[src/rtl/fxp_pkg.sv]
// Shared fixed-point constants, the update FSM state type and the saturating adder.
// Constants are Q16.16 defaults; sat_add takes the target width so wider words work too.
package fxp_pkg;

    localparam int          FXP_WIDTH = 32;
    localparam int          FXP_FRAC  = 16;
    localparam logic [31:0] ONE       = 32'h0001_0000;
    localparam logic [31:0] SAT_MAX   = 32'h7FFF_FFFF;
    localparam logic [31:0] SAT_MIN   = 32'h8000_0000;

    typedef enum logic [2:0] {
        IDLE,
        ERR,
        DERIV,
        SCALE,
        UPD,
        BIAS,
        WRITE
    } state_t;

    // Operands arrive sign-extended to 64 bits, so the raw sum cannot overflow.
    function automatic logic signed [63:0] sat_add(input logic signed [63:0] a,
                                                   input logic signed [63:0] b,
                                                   input int width);
        logic signed [63:0] sum;
        logic signed [63:0] hi;
        logic signed [63:0] lo;
        sum = a + b;
        hi  = (64'sd1 <<< (width - 1)) - 64'sd1;
        lo  = -hi - 64'sd1;
        if (sum > hi) return hi;
        if (sum < lo) return lo;
        return sum;
    endfunction

endpackage

[src/rtl/fxp_mul_sat.sv]
// Combinational signed fixed-point multiply: full product, arithmetic shift by FRAC,
// then clamp to the signed WIDTH-bit range.
module fxp_mul_sat #(
    parameter int WIDTH = 32,
    parameter int FRAC  = 16
) (
    input  logic [WIDTH-1:0] a,
    input  logic [WIDTH-1:0] b,
    output logic [WIDTH-1:0] y
);

    logic [2*WIDTH-1:0] a_ext;
    logic [2*WIDTH-1:0] b_ext;
    logic [2*WIDTH-1:0] prod;
    logic [2*WIDTH-1:0] shr;
    logic [WIDTH:0]     top_bits;

    assign a_ext    = {{WIDTH{a[WIDTH-1]}}, a};
    assign b_ext    = {{WIDTH{b[WIDTH-1]}}, b};
    assign prod     = a_ext * b_ext;
    assign shr      = $unsigned($signed(prod) >>> FRAC);
    // The result fits iff every bit above the WIDTH-bit sign position matches it.
    assign top_bits = shr[2*WIDTH-1:WIDTH-1];

    always_comb begin
        if ((&top_bits) || !(|top_bits)) begin
            y = shr[WIDTH-1:0];
        end else if (shr[2*WIDTH-1]) begin
            y = {1'b1, {(WIDTH-1){1'b0}}};
        end else begin
            y = {1'b0, {(WIDTH-1){1'b1}}};
        end
    end

endmodule

[src/rtl/weight_update.sv]
// Serial backprop update for one perceptron: error, delta, scaled gradient, per-weight
// update and bias update, using one shared multiplier; o_wr strobes the finished result.
module weight_update
    import fxp_pkg::*;
#(
    parameter int               NUM   = 2,
    parameter int               WIDTH = FXP_WIDTH,
    parameter int               FRAC  = FXP_FRAC,
    parameter logic [WIDTH-1:0] LR    = WIDTH'(32'h0000_8000)
) (
    input  logic                 clk,
    input  logic                 rst,
    input  logic                 i_start,
    input  logic [NUM*WIDTH-1:0] i_k,
    input  logic [WIDTH-1:0]     i_a,
    input  logic [WIDTH-1:0]     i_t,
    input  logic [NUM*WIDTH-1:0] i_w,
    input  logic [WIDTH-1:0]     i_b,
    output logic [NUM*WIDTH-1:0] o_w,
    output logic [WIDTH-1:0]     o_b,
    output logic [WIDTH-1:0]     o_delta,
    output logic                 o_wr,
    output logic                 o_busy,
    output state_t               dbg_state
);

    localparam int               KW    = (NUM > 1) ? $clog2(NUM) : 1;
    localparam logic [WIDTH-1:0] ONE_Q = WIDTH'(1) << FRAC;

    state_t           state;
    state_t           next;
    logic [KW-1:0]    k;
    logic [WIDTH-1:0] a_r, t_r, b_r, err_r, d_r, g_r;
    logic [WIDTH-1:0] x_r [NUM];
    logic [WIDTH-1:0] w_r [NUM];
    logic [WIDTH-1:0] mul_a, mul_b, mul_y;
    logic [WIDTH-1:0] err_sum, one_minus_a, upd_sum, bias_sum;

    function automatic logic signed [63:0] sx(input logic [WIDTH-1:0] v);
        return {{(64-WIDTH){v[WIDTH-1]}}, v};
    endfunction

    function automatic logic [WIDTH-1:0] sat_w(input logic signed [63:0] a,
                                               input logic signed [63:0] b);
        logic signed [63:0] s;
        s = sat_add(a, b, WIDTH);
        return s[WIDTH-1:0];
    endfunction

    assign err_sum     = sat_w(sx(t_r), -sx(a_r));
    assign one_minus_a = sat_w(sx(ONE_Q), -sx(a_r));
    assign upd_sum     = sat_w(sx(w_r[k]), sx(mul_y));
    assign bias_sum    = sat_w(sx(b_r), sx(g_r));

    fxp_mul_sat #(.WIDTH(WIDTH), .FRAC(FRAC)) u_mul (
        .a (mul_a),
        .b (mul_b),
        .y (mul_y)
    );

    // a*(1-a) is formed during ERR so that every state needs at most one product.
    always_comb begin
        next  = state;
        mul_a = '0;
        mul_b = '0;
        unique case (state)
            IDLE:  if (i_start) next = ERR;
            ERR:   begin mul_a = a_r;   mul_b = one_minus_a; next = DERIV; end
            DERIV: begin mul_a = err_r; mul_b = d_r;         next = SCALE; end
            SCALE: begin mul_a = LR;    mul_b = o_delta;     next = UPD;   end
            UPD: begin
                mul_a = g_r;
                mul_b = x_r[k];
                if (k == KW'(NUM - 1)) next = BIAS;
            end
            BIAS:    next = WRITE;
            WRITE:   next = IDLE;
            default: next = IDLE;
        endcase
    end

    always_ff @(posedge clk or posedge rst) begin
        if (rst) state <= IDLE;
        else     state <= next;
    end

    always_ff @(posedge clk or posedge rst) begin
        if (rst) begin
            k       <= '0;
            a_r     <= '0;
            t_r     <= '0;
            b_r     <= '0;
            err_r   <= '0;
            d_r     <= '0;
            g_r     <= '0;
            o_w     <= '0;
            o_b     <= '0;
            o_delta <= '0;
            for (int j = 0; j < NUM; j++) begin
                x_r[j] <= '0;
                w_r[j] <= '0;
            end
        end else begin
            unique case (state)
                IDLE: if (i_start) begin
                    a_r <= i_a;
                    t_r <= i_t;
                    b_r <= i_b;
                    for (int j = 0; j < NUM; j++) begin
                        x_r[j] <= i_k[j*WIDTH +: WIDTH];
                        w_r[j] <= i_w[j*WIDTH +: WIDTH];
                    end
                end
                ERR: begin
                    err_r <= err_sum;
                    d_r   <= mul_y;
                end
                DERIV: o_delta <= mul_y;
                SCALE: begin
                    g_r <= mul_y;
                    k   <= '0;
                end
                UPD: begin
                    o_w[k*WIDTH +: WIDTH] <= upd_sum;
                    k <= k + 1'b1;
                end
                BIAS:    o_b <= bias_sum;
                default: ;
            endcase
        end
    end

    assign o_wr      = (state == WRITE);
    assign o_busy    = (state != IDLE);
    assign dbg_state = state;

endmodule

[config.mk]
export PLATFORM = sky130hd
export DESIGN_NAME = weight_update
export DESIGN_NICKNAME = d
export VERILOG_FILES = /design/src/rtl/fxp_pkg.sv /design/src/rtl/fxp_mul_sat.sv /design/src/rtl/weight_update.sv
export SDC_FILE = /design/constraint.sdc
export NUM_CORES = 2
export LEC_CHECK = 0
export BUFFER_PORTS_ARGS = -buffer_cell sky130_fd_sc_hd__buf_2
export CELL_PAD_IN_SITES_DETAIL_PLACEMENT = 2
export CELL_PAD_IN_SITES_GLOBAL_PLACEMENT = 2
export CORE_MARGIN = 10
export CORE_UTILIZATION = 30
export DETAILED_ROUTE_END_ITERATION = 16
export PLACE_DENSITY = 0.66
export SKIP_CTS_REPAIR_TIMING = 1
export SYNTH_ARGS = -nofsm -noshare
export SYNTH_HDL_FRONTEND = slang
export SYNTH_SLANG_ARGS = --single-unit
export TNS_END_PERCENT = 5
[constraint.sdc]
create_clock -name clk -period 18.49 [get_ports clk]
set_input_delay 0.9245 -clock clk [delete_from_list [all_inputs] [get_ports clk]]
set_output_delay 0.9245 -clock clk [all_outputs]
set_load 0.005 [all_outputs]
[Word-level counts from Yosys, hierarchy flattened]
Index checks and enable logic that the tools add are counted.
Storage, ports and cells
  register bits after elaboration: 452
  bits in latches: 0
  RAM bits: 0
  ROM bits: 0
  input port bits: 227
  output and inout port bits: 133
  word-level logic and storage cells: 95
  memories: 0
Operators by class
  add/sub/neg operators: 7
  $mul: 1
  div/mod/pow operators: 0
  magnitude comparators: 9
  eq/ne operators: 8
  shift-type cells: 2
  muxes and demuxes: 43
  bitwise gates (word level): 1
  reductions and logical operators: 9
Operators with widths (number)
  two-way mux 32 bit: 24
  case mux 32 bit (4 select lines): 2
  > comparator 64 x 32 -> 1 bit, second input constant: 2
  less-than comparator 64 x 32 -> 1 bit, second input constant: 2
  adder 32 x 32 -> 33 bit: 2
  > comparator 33 x 32 -> 1 bit, second input constant: 2
  less-than comparator 33 x 32 -> 1 bit, second input constant: 2
  adder 18 x 64 -> 64 bit, first input constant: 1
  adder 32 x 64 -> 64 bit: 1
  bitwise mux 64 bit: 1
  multiplier 32 x 32 -> 64 bit: 1
  negator 32 -> 64 bit: 1
  variable shift 32 x 34 -> 64 bit, first input constant: 1
  indexed part select 32 x 34 -> 64 bit: 1
  negator 6 -> 34 bit: 1
  case mux 3 bit (6 select lines): 1
  AND reduction 17 bit: 1
  OR reduction 17 bit: 1
  two-way mux 1 bit: 12
  == test 3 bit, second input constant: 3
  == test 3 x 2 -> 1 bit, second input constant: 2
  two-way mux 3 bit: 2
  != test 2 bit, second input constant: 2
  AND reduction 2 bit: 2
  10 further kinds: 10

[Logic depth before layout (Yosys ltp)]
  depth in word-level cells: 21
  depth in mapped cells: 72
  gate-level depth less buffers: 65

[Modules after synthesis]
A second synthesis with hierarchy kept.
Second synthesis, totals
  cells, all modules: 7159
  area total of the unflattened synthesis: 66617.6 µm²
By module, submodules not included
  fxp_mul_sat: times used 1, cells an instance 4265, area an instance 38533.2 µm², seq. area each 0.0 µm²
  weight_update: times used 1, cells an instance 2894, area an instance 28084.4 µm², seq. area each 11310.8 µm²

[Worst setup path before layout]
OpenSTA, ideal clock, no wires.
  kind: register to register
  start point: reg a_r[11]
  end point: reg o_w[34]
  setup time: 0.133 ns
  arrival: 17.583 ns
  required time: 18.357 ns
  setup slack: 0.774 ns
  stages on the path, launching flop included: 70
  path buffers: 9
  period minus slack after synthesis: 17.716 ns
  cells stage by stage: dfrtp_1 > clkbuf_1 > or4_4 > or4_4 > buf_2 > nor4_1 > clkbuf_1 > nand2_1 > ha_1 > nor3_1 > or3b_1 > nor4b_1 > a211o_1 > nand3_1 > clkbuf_1 > clkbuf_1 > o211ai_1 > clkbuf_1 > [34 not listed] > a21oi_1 > o21bai_1 > a21oi_1 > o21ai_0 > nand3_1 > a21oi_1 > a311oi_1 > nor3_1 > nor2_1 > a21oi_1 > a41o_1 > o21ai_0 > o21ai_0 > o211a_1 > a22o_1 > nor2_1 > clkbuf_1 > a21oi_1
On the way
  longest elaborated chain between the ends: 21
  elaborated cells between the ends (all ways): 30
  classes of those cells: 3 x add/sub; 1 x mul; 4 x order compare; 1 x shift; 17 x mux; 4 x reduce/logical
Ends and longest elaborated chain
  start: declaration: line weight_update.sv:33  | logic [WIDTH-1:0] a_r, t_r, b_r, err_r, d_r, g_r;
  start signal: assignment: line weight_update.sv:106  | a_r <= i_a;
  negator 32 -> 64 bit: line weight_update.sv:51  | assign one_minus_a = sat_w(sx(ONE_Q), -sx(a_r));
  adder 18 x 64 -> 64 bit: line fxp_pkg.sv:28  | sum = a + b;
  less-than comparator 64 x 32 -> 1 bit: line fxp_pkg.sv:32  | if (sum < lo) return lo;
  two-way mux 1 bit (2 in a row): line fxp_pkg.sv:32
  two-way mux 32 bit: line fxp_pkg.sv:33  | return sum;
  two-way mux 32 bit: line fxp_pkg.sv:32
  case mux 32 bit (4 select lines): line weight_update.sv:66  | unique case (state)
  multiplier 32 x 32 -> 64 bit *: line fxp_mul_sat.sv:20  | assign prod = a_ext * b_ext;
  [4 not listed]
  net mul_y[0]: line weight_update.sv:36  | logic [WIDTH-1:0] mul_a, mul_b, mul_y;
  adder 32 x 32 -> 33 bit *: line fxp_pkg.sv:28
  less-than comparator 33 x 32 -> 1 bit: line fxp_pkg.sv:32
  two-way mux 1 bit (2 in a row): line fxp_pkg.sv:32
  two-way mux 32 bit: line fxp_pkg.sv:33
  two-way mux 32 bit *: line fxp_pkg.sv:32
  indexed part select 32 x 34 -> 64 bit *: line weight_update.sv:124  | o_w[k*WIDTH +: WIDTH] <= upd_sum;
  bitwise mux 64 bit *: line weight_update.sv:124
  end signal: indexed assignment: line weight_update.sv:124
  end: declaration: line weight_update.sv:19  | output logic [NUM*WIDTH-1:0] o_w,
Mark *: on every way through the listed nets, which the timed path passes. The rest lies on a longest branch. The select of a mux whose other input is x is not followed.
A chain may end at the register's enable or synchronous reset.

[Worst setup path after layout]
  start point: reg a_r[10]
  end point: reg o_w[4]
Same word-level chain as after synthesis.

==> results.sh <==
export IMPL_status="finished, final reports clean"
export IMPL_multiInputGateArea_mm2=0.0471
export IMPL_cp_end_kind="flip-flop"
export IMPL_netlist_area_mm2=0.0641
export IMPL_hold_ws_ns=0.305
export IMPL_place_gp_congestion=0.904
export IMPL_r2r_slack_ns=0.77
export IMPL_cts_sinks=452
export IMPL_clk_pin_slew_worst_paths_ns=0.06
export IMPL_syn_inst=7072
export IMPL_drive_above_1_share=0.154
export IMPL_nets=9008
export IMPL_initial_core_util=0.302
export IMPL_viasPerCell=5.25
export IMPL_critical_path_reg2reg_startpoint="a_r[10]"
export IMPL_synth_cell_types=87
export IMPL_ys_warn_count=0
export IMPL_cts_tree="built"
export IMPL_dp_hpwl_um=240000
export IMPL_fmax_mhz=56.4
export IMPL_die_y_um=482
export IMPL_report_final_slew_viol_count=0
export IMPL_syn_area_per_cell_um2=9.06
export IMPL_cts_buffer_depth=3
export IMPL_worstSetupStartpointType="flip-flop"
export IMPL_max_cap_viol_count=0
export IMPL_dr_pass1_iters=6
export IMPL_cts_root_buf="clkbuf_16"
export IMPL_fin_util=0.342
export IMPL_tightest_slew_ns=1.41
export IMPL_relSlewSlack=0.0595
export IMPL_drt_total_wl_um=289000
export IMPL_core_mm2=0.212
export IMPL_fin_worst_skew_ns=0.0921
export IMPL_drtAntennaViolNets=0
export IMPL_core_rowCount=169
export IMPL_port_buffers=359
export IMPL_synth_nets=8693
export IMPL_drt_initial_drc_count=3405
export IMPL_cts_max_level=2
export IMPL_ys_async_sr_fraction=1.00
export IMPL_syn_to_final_growth_pct=13.4
export IMPL_num_fill_cells=23768
export IMPL_pin_count=360
export IMPL_register_area_mm2=0.0113
export IMPL_yosysSeqAreaShare=0.177
export IMPL_rsz0062_at_grt="false"
export IMPL_overflow=0
export IMPL_worstRegToRegCells=67
export IMPL_required_ns=19.11
export IMPL_post_route_min_period_ns=17.72
export IMPL_dieArea_mm2=0.232
export IMPL_antenna_found_initial=24
export IMPL_grt_pass1_wl_um=427000
export IMPL_r2r_end="o_w[4]"
export IMPL_track_usage=0.248
export IMPL_synth_edf_count=0
export IMPL_critPathKind="flip-flop to flip-flop"
export IMPL_synth_seq_cells=452
export IMPL_grt_max_degree=160
export IMPL_arrival_ns=18.34
export IMPL_fin_crit_sh=0.958
export IMPL_wl_per_cell_um=28.2
export IMPL_setup_viol=0
export IMPL_drc=0
export IMPL_cpMaxStageDelayCell="fa_1"
export IMPL_die_x_um=482
export IMPL_synthFlopType="dfrtp_1"
export IMPL_numCtsBuffers=58
export IMPL_cp_max_fo=41
export IMPL_vias=53917
export IMPL_max_stage_delay_ns=0.64
export IMPL_finalHoldViolCount=0
export IMPL_critPathMostFrequentCell="fa_1"
export IMPL_hold_path_class="input pin to asynchronous set/reset pin"
export IMPL_first_global_vias=61648
export IMPL_clk_latency_ns=0.75
==> cell usage after synthesis (68+ instances only) <==
library cell,count,area [um2]
nand3_1,94,470
a21o_1,110,826
ha_1,309,3870
mux2_2,280,3150
and2_1,71,444
o21ai_0,208,1040
clkbuf_1,338,1270
a21oi_1,327,1640
xor2_1,68,596
xnor2_1,116,1020
a31oi_1,69,432
fa_1,1085,21700
inv_1,1228,4610
nor2_1,812,3050
dfrtp_1,452,11300
nand2_1,706,2650
==> flip-flops by register name, indices dropped and copies added, names as in the netlist <==
| register | flops |
|---|---|
| a_r | 32 |
| b_r | 32 |
| d_r | 32 |
| dbg_state | 3 |
| err_r | 32 |
| g_r | 32 |
| k | 1 |
| o_b | 32 |
| o_delta | 32 |
| o_w | 64 |
| t_r | 32 |
| w_r | 64 |
| x_r | 64 |
==> worst max path at each step <==
stage                       start       to  slack, ns  cells past startpoint
after global routing      a_r[10]  o_w[20]      0.001                     62
after CTS                 a_r[18]   o_w[4]      -0.12                     66
after floorplan           a_r[11]  o_w[34]       0.77                     69
after global placement    a_r[18]  o_w[41]       0.25                     64
after detailed placement  a_r[18]  o_w[43]      -0.11                     66
final                     a_r[10]   o_w[4]       0.77                     67
==> layer usage <==
metal,GRT usage,part of all wire,vias up
met5,0,0.00065,-
met4,0.0965,0.046,28
met3,0.0418,0.054,413
met2,0.419,0.48,1268
met1,0.315,0.42,29073
li1,-,-,23135
==> critical path: cells and delay by family, from the launching register on <==
kind                       cells  cell delay (ns)
AOI/OAI and AO/OA             29             5.99
adders and majority gates     11             5.29
and+or+nand+nor               16             4.24
DFF                            1             0.38
buffers and inverters         11             1.65
==> kinds of logic (layout without fill, tap and decap cells) <==
family | count (synthesis) | in the layout | synth area share
AND/OR/NAND/NOR | 2044 | 2044 | 0.140
buffers and inverters | 1604 | 1966 | 0.0948
adder cells (fa/ha/maj) | 1409 | 1409 | 0.402
AO/OA/AOI/OAI | 1090 | 1090 | 0.111
flip-flops | 452 | 452 | 0.177
multiplexers | 289 | 289 | 0.0506
XOR/XNOR | 184 | 184 | 0.0252
other | 0 | 8 | 0
==> area by class of cell <==
| class | instances | area share |
|---|---|---|
| diodes | 8 | 0.000276 |
| clock buffers | 79 | 0.0230 |
| clock inverters | 28 | 0.00541 |
| inverters | 1229 | 0.0636 |
| multi-input cells | 5016 | 0.648 |
| flip-flops and latches | 452 | 0.156 |
| well taps | 2821 | 0.0486 |
| repair buffers | 630 | 0.0555 |
==> stage by stage <==
stage	setup WS, ns	cell area, um2	std cells	setup TNS [ns]
2_1_floorplan	0.774	64100	7072	0
3_3_place_gp	0.254	70200	10132	0
3_5_place_dp	-0.106	70200	10132	-4.65
4_1_cts	-0.121	72300	10239	-4.59
5_1_grt	0.000966	72600	10257	0
6_report	0.771	72700	10263	0
==> cells in the final DEF, fill, tap and decap left out, types with 26 or more instances in the layout <==
cell / n
and3_1: 30
mux2_2: 280
xor2_1: 67
a311oi_1: 44
ha_1: 309
o211ai_1: 31
inv_1: 1226
buf_2: 359
and2_1: 70
nand3_1: 92
o21ai_0: 203
buf_4: 251
or3_1: 47
xnor2_1: 115
fa_1: 1085
a21o_1: 110
nand2_1: 706
nor3_1: 50
nor2_1: 806
a22oi_1: 32
a31oi_1: 69
a222oi_1: 29
or2_2: 26
clkbuf_16: 58
a21oi_1: 299
dfrtp_1: 450
nand2b_1: 53
Power is left out: the tool's default activity adds up to more than one toggle a clock period on the data nets, which glitch-free logic cannot reach.
